[src/rtl/mem_pkg.sv]
`default_nettype none
// mem_pkg: funct3 access-size codes, stage FSM states and the access-fault check
// shared by the memory-access stage and its lane aligner.
package mem_pkg;

  localparam logic [2:0] F3_B  = 3'b000;
  localparam logic [2:0] F3_H  = 3'b001;
  localparam logic [2:0] F3_W  = 3'b010;
  localparam logic [2:0] F3_BU = 3'b100;
  localparam logic [2:0] F3_HU = 3'b101;

  typedef enum logic [0:0] {
    IDLE = 1'b0,
    WAIT = 1'b1
  } state_t;

  // Unsigned sizes only exist for loads; any unlisted code is illegal.
  function automatic logic access_fault(
    input logic [2:0] funct3,
    input logic [1:0] addr_lo,
    input logic       is_store
  );
    logic fault;
    case (funct3)
      F3_B:    fault = 1'b0;
      F3_H:    fault = addr_lo[0];
      F3_W:    fault = (addr_lo != 2'b00);
      F3_BU:   fault = is_store;
      F3_HU:   fault = is_store | addr_lo[0];
      default: fault = 1'b1;
    endcase
    return fault;
  endfunction

endpackage
`default_nettype wire

[src/rtl/load_store_align.sv]
`default_nettype none
// load_store_align: byte enables and replicated store lanes for stores, lane
// extraction with sign/zero extension for loads.
module load_store_align
  import mem_pkg::*;
#(
  parameter int DATA_WIDTH = 32
) (
  input  logic [2:0]            funct3,
  input  logic [1:0]            addr_lo,
  input  logic [DATA_WIDTH-1:0] store_data,
  input  logic [DATA_WIDTH-1:0] load_word,
  output logic [3:0]            byte_en,
  output logic [DATA_WIDTH-1:0] store_lanes,
  output logic [DATA_WIDTH-1:0] load_result
);

  logic [DATA_WIDTH-1:0] shifted;

  // Bring the addressed byte/half down to bit 0 before extension.
  assign shifted = load_word >> {addr_lo, 3'b000};

  always_comb begin
    byte_en     = 4'b0000;
    store_lanes = '0;
    load_result = '0;
    case (funct3)
      F3_B: begin
        byte_en     = 4'b0001 << addr_lo;
        store_lanes = {4{store_data[7:0]}};
        load_result = {{24{shifted[7]}}, shifted[7:0]};
      end
      F3_BU: begin
        byte_en     = 4'b0001 << addr_lo;
        load_result = {24'h0, shifted[7:0]};
      end
      F3_H: begin
        byte_en     = 4'b0011 << addr_lo;
        store_lanes = {2{store_data[15:0]}};
        load_result = {{16{shifted[15]}}, shifted[15:0]};
      end
      F3_HU: begin
        byte_en     = 4'b0011 << addr_lo;
        load_result = {16'h0, shifted[15:0]};
      end
      F3_W: begin
        byte_en     = 4'b1111;
        store_lanes = store_data;
        load_result = load_word;
      end
      default: ;
    endcase
  end

endmodule
`default_nettype wire

[src/rtl/mem_access_stage.sv]
`default_nettype none
// mem_access_stage: RV32I load/store stage with a req/ack data-memory port; stalls
// upstream while an access is outstanding and registers the writeback outputs.
module mem_access_stage
  import mem_pkg::*;
#(
  parameter int DATA_WIDTH = 32,
  parameter int ADDR_WIDTH = 32
) (
  input  logic                  clk,
  input  logic                  rst_n,
  input  logic                  validE_i,
  input  logic                  resultSRCE_i,
  input  logic                  memWriteE_i,
  input  logic                  regWriteE_i,
  input  logic [4:0]            rdE_i,
  input  logic [2:0]            funct3E_i,
  input  logic [DATA_WIDTH-1:0] ALUresultE_i,
  input  logic [DATA_WIDTH-1:0] RD2E_i,
  input  logic [DATA_WIDTH-1:0] addrSelectE_i,
  output logic                  stall_o,
  output logic                  mem_req_o,
  output logic                  mem_we_o,
  output logic [ADDR_WIDTH-1:0] mem_addr_o,
  output logic [3:0]            mem_be_o,
  output logic [DATA_WIDTH-1:0] mem_wdata_o,
  input  logic                  mem_ack_i,
  input  logic [DATA_WIDTH-1:0] mem_rdata_i,
  output logic                  validW_o,
  output logic                  regWriteW_o,
  output logic [4:0]            rdW_o,
  output logic [DATA_WIDTH-1:0] resultW_o,
  output logic [DATA_WIDTH-1:0] addrSelectW_o,
  output logic                  errW_o
);

  state_t state, next_state;

  // Copy of the accepted memory op; upstream may change while in WAIT.
  logic [2:0]            cap_funct3, next_cap_funct3;
  logic [1:0]            cap_addr_lo, next_cap_addr_lo;
  logic [4:0]            cap_rd, next_cap_rd;
  logic                  cap_reg_write, next_cap_reg_write;
  logic                  cap_store, next_cap_store;
  logic [DATA_WIDTH-1:0] cap_addr_sel, next_cap_addr_sel;

  logic                  next_req, next_we;
  logic [ADDR_WIDTH-1:0] next_addr;
  logic [3:0]            next_be;
  logic [DATA_WIDTH-1:0] next_wdata;
  logic                  next_valid, next_reg_write, next_err;
  logic [4:0]            next_rd;
  logic [DATA_WIDTH-1:0] next_result, next_addr_sel;

  logic                  is_mem, is_store, fault;
  logic [2:0]            align_funct3;
  logic [1:0]            align_addr_lo;
  logic [3:0]            align_be;
  logic [DATA_WIDTH-1:0] align_lanes, align_load;

  assign is_mem   = validE_i & (resultSRCE_i | memWriteE_i);
  assign is_store = memWriteE_i & ~resultSRCE_i;
  assign fault    = access_fault(funct3E_i, ALUresultE_i[1:0], is_store);

  // In IDLE the aligner shapes the incoming store; in WAIT it formats the read word.
  assign align_funct3  = (state == WAIT) ? cap_funct3  : funct3E_i;
  assign align_addr_lo = (state == WAIT) ? cap_addr_lo : ALUresultE_i[1:0];

  load_store_align #(
    .DATA_WIDTH (DATA_WIDTH)
  ) u_align (
    .funct3      (align_funct3),
    .addr_lo     (align_addr_lo),
    .store_data  (RD2E_i),
    .load_word   (mem_rdata_i),
    .byte_en     (align_be),
    .store_lanes (align_lanes),
    .load_result (align_load)
  );

  always_comb begin
    next_state         = state;
    stall_o            = 1'b0;
    next_req           = mem_req_o;
    next_we            = mem_we_o;
    next_addr          = mem_addr_o;
    next_be            = mem_be_o;
    next_wdata         = mem_wdata_o;
    next_valid         = 1'b0;
    next_reg_write     = 1'b0;
    next_err           = 1'b0;
    next_rd            = '0;
    next_result        = '0;
    next_addr_sel      = '0;
    next_cap_funct3    = cap_funct3;
    next_cap_addr_lo   = cap_addr_lo;
    next_cap_rd        = cap_rd;
    next_cap_reg_write = cap_reg_write;
    next_cap_store     = cap_store;
    next_cap_addr_sel  = cap_addr_sel;

    case (state)
      IDLE: begin
        if (validE_i) begin
          if (!is_mem) begin
            next_valid     = 1'b1;
            next_reg_write = regWriteE_i;
            next_rd        = rdE_i;
            next_result    = ALUresultE_i;
            next_addr_sel  = addrSelectE_i;
          end else if (fault) begin
            next_valid    = 1'b1;
            next_err      = 1'b1;
            next_rd       = rdE_i;
            next_addr_sel = addrSelectE_i;
          end else begin
            stall_o            = 1'b1;
            next_state         = WAIT;
            next_req           = 1'b1;
            next_we            = is_store;
            next_addr          = {ALUresultE_i[ADDR_WIDTH-1:2], 2'b00};
            next_be            = align_be;
            next_wdata         = is_store ? align_lanes : '0;
            next_cap_funct3    = funct3E_i;
            next_cap_addr_lo   = ALUresultE_i[1:0];
            next_cap_rd        = rdE_i;
            next_cap_reg_write = regWriteE_i & ~is_store;
            next_cap_store     = is_store;
            next_cap_addr_sel  = addrSelectE_i;
          end
        end
      end
      WAIT: begin
        stall_o = ~mem_ack_i;
        if (mem_ack_i) begin
          next_state     = IDLE;
          next_req       = 1'b0;
          next_we        = 1'b0;
          next_addr      = '0;
          next_be        = 4'b0000;
          next_wdata     = '0;
          next_valid     = 1'b1;
          next_reg_write = cap_reg_write;
          next_rd        = cap_rd;
          next_result    = cap_store ? '0 : align_load;
          next_addr_sel  = cap_addr_sel;
        end
      end
      default: next_state = IDLE;
    endcase

    if (!rst_n) stall_o = 1'b0;
  end

  always_ff @(posedge clk) begin
    if (!rst_n) begin
      state         <= IDLE;
      mem_req_o     <= 1'b0;
      mem_we_o      <= 1'b0;
      mem_addr_o    <= '0;
      mem_be_o      <= 4'b0000;
      mem_wdata_o   <= '0;
      validW_o      <= 1'b0;
      regWriteW_o   <= 1'b0;
      rdW_o         <= '0;
      resultW_o     <= '0;
      addrSelectW_o <= '0;
      errW_o        <= 1'b0;
      cap_funct3    <= '0;
      cap_addr_lo   <= '0;
      cap_rd        <= '0;
      cap_reg_write <= 1'b0;
      cap_store     <= 1'b0;
      cap_addr_sel  <= '0;
    end else begin
      state         <= next_state;
      mem_req_o     <= next_req;
      mem_we_o      <= next_we;
      mem_addr_o    <= next_addr;
      mem_be_o      <= next_be;
      mem_wdata_o   <= next_wdata;
      validW_o      <= next_valid;
      regWriteW_o   <= next_reg_write;
      rdW_o         <= next_rd;
      resultW_o     <= next_result;
      addrSelectW_o <= next_addr_sel;
      errW_o        <= next_err;
      cap_funct3    <= next_cap_funct3;
      cap_addr_lo   <= next_cap_addr_lo;
      cap_rd        <= next_cap_rd;
      cap_reg_write <= next_cap_reg_write;
      cap_store     <= next_cap_store;
      cap_addr_sel  <= next_cap_addr_sel;
    end
  end

endmodule
`default_nettype wire

[config.mk]
export PLATFORM = sky130hd
export DESIGN_NAME = mem_access_stage
export DESIGN_NICKNAME = d
export VERILOG_FILES = /design/src/rtl/mem_pkg.sv /design/src/rtl/load_store_align.sv /design/src/rtl/mem_access_stage.sv
export SDC_FILE = /design/constraint.sdc
export NUM_CORES = 1
export LEC_CHECK = 0
export ABC_CLOCK_PERIOD_IN_PS = 5400
export BUFFER_PORTS_ARGS = -buffer_cell sky130_fd_sc_hd__buf_4
export CAP_MARGIN = 20
export CORE_ASPECT_RATIO = 0.75
export CORE_MARGIN = 2
export CORE_UTILIZATION = 30
export DETAILED_ROUTE_END_ITERATION = 8
export HOLD_SLACK_MARGIN = 0.05
export PLACE_DENSITY = 0.54
export SETUP_SLACK_MARGIN = 0.2
export SYNTH_ARGS = -nofsm -noshare
export SYNTH_HDL_FRONTEND = slang
export SYNTH_HIERARCHICAL = 1
export SYNTH_SLANG_ARGS = --single-unit
export TNS_END_PERCENT = 100
[constraint.sdc]
create_clock -name clk -period 5.4 [get_ports clk]
set_clock_uncertainty 0.2 [all_clocks]
set_input_delay 1.08 -clock clk [delete_from_list [all_inputs] [get_ports clk]]
set_output_delay 1.08 -clock clk [all_outputs]
set_load 0.02 [all_outputs]
### Word level (Yosys, flattened, before mapping)

Cells that the tools add are included.

* mux-type cells: 61
* shift-type cells: 3
* reductions and logical operators: 8
* bitwise logic cells: 13
* equality and inequality tests: 12

Operators by type and width (number)
* 2-to-1 mux 32 bit: 16
* one-hot mux 32 bit (2 select lines): 4
* one-hot mux 32 bit (5 select lines): 1
* one-hot mux 32 bit (3 select lines): 1
* >> shifter 32 x 5 -> 16 bit: 1
* 2-to-1 mux 5 bit: 4
* 2-to-1 mux 1 bit: 19
* 2-to-1 mux 4 bit: 4
* equality test 3 bit, second input constant: 4
* one-hot mux 1 bit (2 select lines): 6
* one-hot mux 4 bit (3 select lines): 1
* one-hot mux 5 bit (2 select lines): 1
* inequality test 2 bit, second input constant: 4
* NOT 1 bit: 8
* one-hot mux 4 bit (2 select lines): 1
* AND reduction 4 bit: 2
* equality test 3 x 1 -> 1 bit, second input constant: 2
* equality test 3 x 2 -> 1 bit, second input constant: 2
* logical NOT 3 bit: 2
* one-hot mux 1 bit (5 select lines): 1
* OR reduction 2 bit: 2
* OR reduction 4 bit: 1
* << shifter 1 x 2 -> 4 bit, first input constant: 1
* << shifter 2 x 2 -> 4 bit, first input constant: 1
* other kinds (5): 8

* flip-flop bits (word level): 187
* bits of input ports: 143
* logic and storage cells: 115
* output and inout port bits: 143

### Logic depth before layout (Yosys ltp)

Gate-level depths: netlist of run 1.

* depth in word-level cells: 9
* depth in mapped cells: 9
* mapped depth without buffers: 7

### By module

Netlist of run 1, hierarchy kept.

By module, submodules not included
* mem_access_stage: cells each 576, area each 6296.0 µm², instances 1, sequential area each 3703.6 µm²
* load_store_align: cells each 218, area each 1376.3 µm², instances 1, sequential area each 0.0 µm²

### Worst setup path before layout of run 1

OpenSTA, ideal clock, no wires.

* kind: in2out
* start: input ALUresultE_i[1]
* end: output stall_o
* path buffers: 1
* stages on the path: 5
* data required time: 4120 ps
* slack: 1809 ps
* data arrival time: 2311 ps
* cells stage by stage: nor3_1 o221a_2 nand2_2 buf_4 a21oi_1

* longest elaborated chain between the ends: 7

Ends and longest elaborated chain
* from (decl): RTL line mem_access_stage.sv:18 `input logic [DATA_WIDTH-1:0] ALUresultE_i,`
* nonzero test 2 bit: RTL line mem_pkg.sv:27 `F3_W: fault = (addr_lo != 2'b00);`
* one-hot mux 1 bit (5 select lines): RTL line mem_pkg.sv:24 `case (funct3)`
* 2-to-1 mux 1 bit: RTL line mem_access_stage.sv:111 `end else if (fault) begin`
* 2-to-1 mux 1 bit: RTL line mem_access_stage.sv:105 `if (!is_mem) begin`
* 2-to-1 mux 1 bit: RTL line mem_access_stage.sv:104 `if (validE_i) begin`
* one-hot mux 1 bit (2 select lines): RTL line mem_access_stage.sv:102 `case (state)`
* 2-to-1 mux 1 bit: RTL line mem_access_stage.sv:152 `if (!rst_n) stall_o = 1'b0;`
* to (decl): RTL line mem_access_stage.sv:21 `output logic stall_o,`

No other way between the ends.

### Final worst setup path of run 1

Ends and elaborated chain as after synthesis.

==> metrics.cfg, run 1 <==
[setup_path]
start_kind = primary input
crit_type = in2out
worstPathRequired_ps = 4120
worst_r2r_path_depth = 7
critical-path-max-stage-delay_ps = 350
end_kind = primary output
cpMostUsedCell = buf_4
crit_fanout = 6
arrival_ps = 2260
worstSetupEndpoint = stall_o
startpoint = ALUresultE_i[1]
crit_path_cell_trace = buf_4, nor3_1, o221a_2, nand2_2, a21oi_1, buf_4
r2r-end = resultW_o[19]$_SDFF_PN0_
path_buf_inv = 2
cp_top_family = compound AO/OA/AOI/OAI gates
slowest_stage = o221a_2
r2r_slack_ps = 1960
path_depth = 6
rr_startpoint = state$_SDFF_PN0_

[finish]
layout_common_cells = 290 x buf_4, 185 x dfxtp_1, 136 x nand2_1, 65 x a22o_1, 47 x a22oi_1
final_common_cell = buf_4
drive_gt1_share_pct = 34.3
final_cell_area_mm2 = 0.0105
synthToLayoutAreaGrowth_pct = 36.7
final_cells = 1382
fin_nets = 1174
final_util_pct = 41.9
antenna_cells = 0

[routing]
viasPerCell = 5.08
vias = 7016
firstDrtPassIters = 5
ant_nets = 0
drc = 0
totalWireLength_um = 26300
drt_iter0_markers = 405
routedWlPerCell_um = 19.0

[hold_path]
min_from = mem_we_o$_SDFFE_PN0P_
hold_depth = 1
hold_path_class = reg2reg

[global_routing]
grt_max_degree = 93
grt_util_all_layers_pct = 19.1
grt_pass1_wl_um = 39700
antenna_found_initial = 0
grt_pass1_vias = 6675
overflow = 0

[die]
initial_core_util_pct = 30.7
core_area_mm2 = 0.0250
die_x_um = 189
fp.dieH_um = 142
rows = 50
die_area_mm2 = 0.0269
ios = 286

[yosys]
synth_compound_area_share_pct = 25.9
synth_fa_ha_area_share_pct = 0
ys_seq_area_share_pct = 48.3
synthMuxAreaShare_pct = 7.71
yosys.area_share.simple_pct = 12.6
synth-seq-cells = 185
synth_xor_xnor_area_share_pct = 0
synthTopCellsByArea = dfxtp_1 48%, a22o_1 7.4%, nand2_1 6.7%
syn-cell-area_mm2 = 0.00767
synth_top_area_cell = dfxtp_1
synth_top_family_by_area = compound AO/OA/AOI/OAI gates
synth_cell_types = 54
syn_inst = 794
syn_avg_cell_area_um2 = 9.66
yosysTopAreaCellShare_pct = 48.3
yosysWarnings = 6

[clock_network]
post_cts_resized = 0
numClockSinks = 185
post_cts_buffers = 0
cts_inserted_buffers = 17
tritoncts = done
hold_buffers = 0
htreeDepth = 4
clockRootBuffer = clkbuf_16
clock_path_buffers = 2
clkTransAtPathRegs_ps = 70
insertion_delay_ps = 430

[sta]
maxSlewHeadroom_pct = 29.4
finalSetupViolCount = 0
worst_pin_slew_ps = 1050
timing.final.crit_share_pct = 65.5
rsz0062_at_grt = no
fmax_ghz = 0.283
min_period_ps = 3540
report.final.slew_viol_count = 0
hold_viol_final = 0
tns_ps = 0

[power]
finalPower_uw = 3090
vdd_drop_max_uv = 217
power_density_mw_per_mm2 = 294
leakagePower_uw = 0.00466

[placed_design]
dpl.hpwl_um = 18300
placement.io_buffers = 283
finalWeightedCongestion = 0.803
dp_cells = 1349
placed_area_mm2 = 0.00992

[outcome]
status = complete, no violations

[job]
drv_cap = 0

[kinds of logic (layout without fill, tap and decap cells)]
family                 count (synthesis)  after routing
multiplexers                          57             57
AND/OR/NAND/NOR                      219            219
AO/OA/AOI/OAI                        254            254
flip-flops                           185            185
other                                  1              2
buffers and inverters                 78            327
[cell type report]
| class | count | area [µm²] |
|---|---|---|
| fillers | 2528 | 14500 |
| clock inverters | 13 | 95.1 |
| multi-input cells | 532 | 3580 |
| clock buffers | 19 | 443 |
| inverters | 3 | 11.3 |
| repair buffers | 292 | 2220 |
| well taps | 338 | 423 |
| flip-flops and latches | 185 | 3700 |
[layer usage]
| metal | global-route usage [%] | up-vias | share of wire, % |
|---|---|---|---|
| li1 | - | 3387 | - |
| met1 | 26.4 | 3328 | 47 |
| met2 | 29.0 | 276 | 44 |
| met3 | 5.42 | 25 | 7.6 |
| met4 | 5.72 | 0 | 1.6 |
| met5 | 0 | - | 0 |
[worst reg2reg max path: stages (launching register included)]
cell	delay (ps)
dfxtp_1	630
mux2_2	620
buf_16	270
nor2b_1	720
a32oi_4	430
a31oi_1	290
a22oi_1	120
nor2_1	100
[report_power, final]
group          internal [µW]  switching (µW)
sequential              1410            16.7
combinational            205             277
clock                    605             576
total                   2220             869
[sequential cells by signal, summed over array words and instances (netlist names), 3 cells and up]
register / cells
cap_rd: 5
resultW_o: 32
cap_addr_sel: 32
mem_addr_o: 30
rdW_o: 5
cap_funct3: 3
addrSelectW_o: 32
mem_be_o: 4
mem_wdata_o: 32
[through the flow]
step	worst slack (ps)	hold WS, ps
2_1_floorplan	1810	235
3_3_place_gp	1470	239
3_5_place_dp	1360	244
4_1_cts	1810	262
5_1_grt	1710	281
6_report	1860	260
[worst min-delay path by stage]
stage / endpoint / slack [ps]
final: mem_we_o$_SDFFE_PN0P_ / 260
after global placement: mem_we_o$_SDFFE_PN0P_ / 240
after detailed placement: mem_we_o$_SDFFE_PN0P_ / 240
after global routing: cap_addr_lo[1]$_SDFFE_PN0P_ / 280
after CTS: mem_we_o$_SDFFE_PN0P_ / 260
after floorplan: cap_addr_lo[0]$_SDFFE_PN0P_ / 230
[synth_stat cells, drive strengths merged]
library cell	count
o211ai	1
o32ai	37
or3b	1
nor3	4
a211oi	1
and2b	1
inv	3
nand3	2
a31o	2
nand3b	1
nor2	39
a21o	18
o221ai	7
a21oi	33
o221a	1
dfxtp	185
and2	8
conb	1
mux2i	43
o21ai	14
nor3b	2
buf	46
o31ai	1
o21a	1
a31oi	16
nor4	1
a22o	65
clkbuf	29
and4	1
o2bb2ai	7
nor2b	6
a22oi	47
and3	1
a32oi	3
nand2	138
or2	1
nand2b	12
nor4b	1
mux2	14
No activity file was read; power rests on OpenSTA's default activity.
==> run 2, diff against run 1 <==
- ABC_AREA: not set -> 1
- ABC_CLOCK_PERIOD_IN_PS: 5400 -> 3000
- PLACE_DENSITY: 0.54 -> 0.55
- clock period: 5.4 -> 3 ns (I/O delays scaled with it)
==> metrics.cfg, run 2 <==
[outcome]
status = complete, no violations

[setup_path]
crit_fanout = 13
r2r-end = resultW_o[2]$_SDFF_PN0_
crit_type = reg2out
worstPathRequired_ps = 2200
cpMostUsedCell = nand2_1
r2r_slack_ps = 590
critical-path-max-stage-delay_ps = 510
crit_path_cell_trace = inv_2, nand2_1, nand2_1, nor3_1, buf_4
arrival_ps = 1810
start_kind = flip-flop
slowest_stage = dfxtp_2
end_kind = primary output
worst_r2r_path_depth = 13
rr_startpoint = state$_SDFF_PN0_

[die]
rows = 53
ios = 286
die_area_mm2 = 0.0303
die_x_um = 200
initial_core_util_pct = 30.7
fp.dieH_um = 151
core_area_mm2 = 0.0282

[hold_path]
hold_path_class = in2reg
min_from = addrSelectE_i[21]
hold_depth = 3
worstHoldEndpoint = cap_addr_sel[21]$_SDFFE_PN0P_

[finish]
synthToLayoutAreaGrowth_pct = 34.5
fill_cells = 3057
final_common_cell = buf_4
fin_nets = 1637
drive_gt1_share_pct = 26.2
layout_common_cells = 312 x buf_4, 241 x nand2_1, 184 x dfxtp_1, 176 x nor2_1, 137 x nand3_1
antenna_cells = 0

[global_routing]
grt_util_all_layers_pct = 20.7
antenna_found_initial = 0
overflow = 0
grt_max_degree = 57
top_usage_layer = met2
grt_pass1_wl_um = 49400
grt.met3_usage_pct = 5.03
grt_use_met2_pct = 31.5
grtUsageMet1_pct = 29.4
grt_pass1_vias = 8546

[placed_design]
placement.io_buffers = 283
finalWeightedCongestion = 0.879
dpl.hpwl_um = 22300
preCtsSetupSlack_ps = 311

[yosys]
synthArstFlopShare_pct = 0
synth-seq-cells = 185
synth_most_common_cell = nand2_1
yosysTopAreaCellShare_pct = 42.7
syn-cell-area_mm2 = 0.00867
syn_avg_cell_area_um2 = 6.90
synth_flop_cell = dfxtp_1
synth_top_area_cell = dfxtp_1
synthTopCellsByArea = dfxtp_1 43%, nand2_1 10%, nand3_1 7.9%
yosysWarnings = 6
synth_edf_count = 0
synth_cell_types = 32
syn_inst = 1257
ys_seq_area_share_pct = 42.7
ys_top_cells_by_count = 241 x nand2_1, 185 x dfxtp_1, 176 x nor2_1

[clock_network]
clkTransAtPathRegs_ps = 80
clock_path_buffers = 2
hold_buffers = 0
insertion_delay_ps = 440
numClockSinks = 185
clockRootBuffer = clkbuf_16
htreeDepth = 4
cts_inserted_buffers = 17
tritoncts = done

[routing]
ant_nets = 0
viasPerCell = 4.79
drc = 0
vias = 9061
totalWireLength_um = 31700
routedWlPerCell_um = 16.7
drt_iter0_markers = 583
firstDrtPassIters = 5

[sta]
min_period_ps = 2610
worst_pin_slew_ps = 748
tns_ps = 0
maxSlewHeadroom_pct = 50.1
timing.final.crit_share_pct = 86.8
finalSetupViolCount = 0
rsz0062_at_grt = no
report.final.slew_viol_count = 0
fmax_ghz = 0.384
setup_slack_ps = 395
hold_viol_final = 0

[job]
drv_cap = 0

[power]
leakagePower_uw = 0.00541
power_density_mw_per_mm2 = 509
vdd_drop_max_uv = 387

-- run 2: cell count changes after synthesis, sizes merged, moves of 43 or more --
cell,delta
nand3,+156
nor2,+144
inv,+134
nand2,+107
o21ai,+73
a22o,-65
a22oi,-47
a21oi,+46
mux2i,-43
-- run 2: metrics by stage --
stage / util (%) / hold WS, ps / instances / power (µW) / cell area, µm²
2_1_floorplan: - / 241 / 1258 / 3230 / 8680
3_3_place_gp: 39.2 / 251 / 1860 / 3670 / 11100
3_5_place_dp: 39.2 / 255 / 1860 / 3670 / 11100
4_1_cts: 41.3 / 183 / 1892 / 6000 / 11700
5_1_grt: 41.3 / 185 / 1892 / 6230 / 11700
6_report: 41.3 / 203 / 1892 / 5940 / 11700
-- run 2: how the worst max path moves through the flow --
stage                                 from                           end  depth (start not counted)
after floorplan           state$_SDFF_PN0_  mem_wdata_o[24]$_SDFFE_PN0P_                         14
after global placement        funct3E_i[2]   mem_wdata_o[1]$_SDFFE_PN0P_                         11
after detailed placement      funct3E_i[2]  mem_wdata_o[31]$_SDFFE_PN0P_                         13
after CTS                 state$_SDFF_PN0_                       stall_o                          5
after global routing      state$_SDFF_PN0_                       stall_o                          5
final                     state$_SDFF_PN0_                       stall_o                          5
-- run 2: final cells by class --
cell class / count / area (µm²) / share of cell area (%)
Multi-Input combinational cell: 840 / 4010 / 34.3
Sequential cell: 185 / 3700 / 31.7
Timing Repair Buffer: 313 / 2360 / 20.2
Inverter: 137 / 517 / 4.43
Tap cell: 385 / 482 / 4.13
Clock buffer: 18 / 439 / 3.76
Clock inverter: 14 / 160 / 1.37
-- run 2: routing by layer --
layer / routed length, µm / vias up
li1: - / 4529
met1: 15300 / 4246
met2: 14000 / 265
met3: 1990 / 21
met4: 356 / 0
met5: 0 / -
-- run 2: critical path: cells and delay by family (launching register included) --
| family | cells | cell delay [ps] |
|---|---|---|
| buffers and inverters | 2 | 380 |
| DFF | 1 | 510 |
| and+or+nand+nor | 3 | 480 |
-- run 2: repair_timing --
item,4_1_cts,5_1_grt
endpoints found under the setup margin,1,0
gates resized for setup,1,0
buffers inserted,0,0
-- run 2: cell families after synthesis --
kind of cell	after synthesis	synth area share [%]
buffers and inverters	233	11.4
other	1	0.0432
flip-flops	185	42.7
AO/OA/AOI/OAI	211	13.1
AND/OR/NAND/NOR	627	32.8
-- run 2: where the power goes --
| group | internal (µW) | switching (µW) | total (µW) |
|---|---|---|---|
| logic | 388 | 638 | 1030 |
| registers | 2550 | 41.5 | 2590 |
| clock network | 1210 | 1120 | 2330 |
| total | 4140 | 1800 | 5940 |
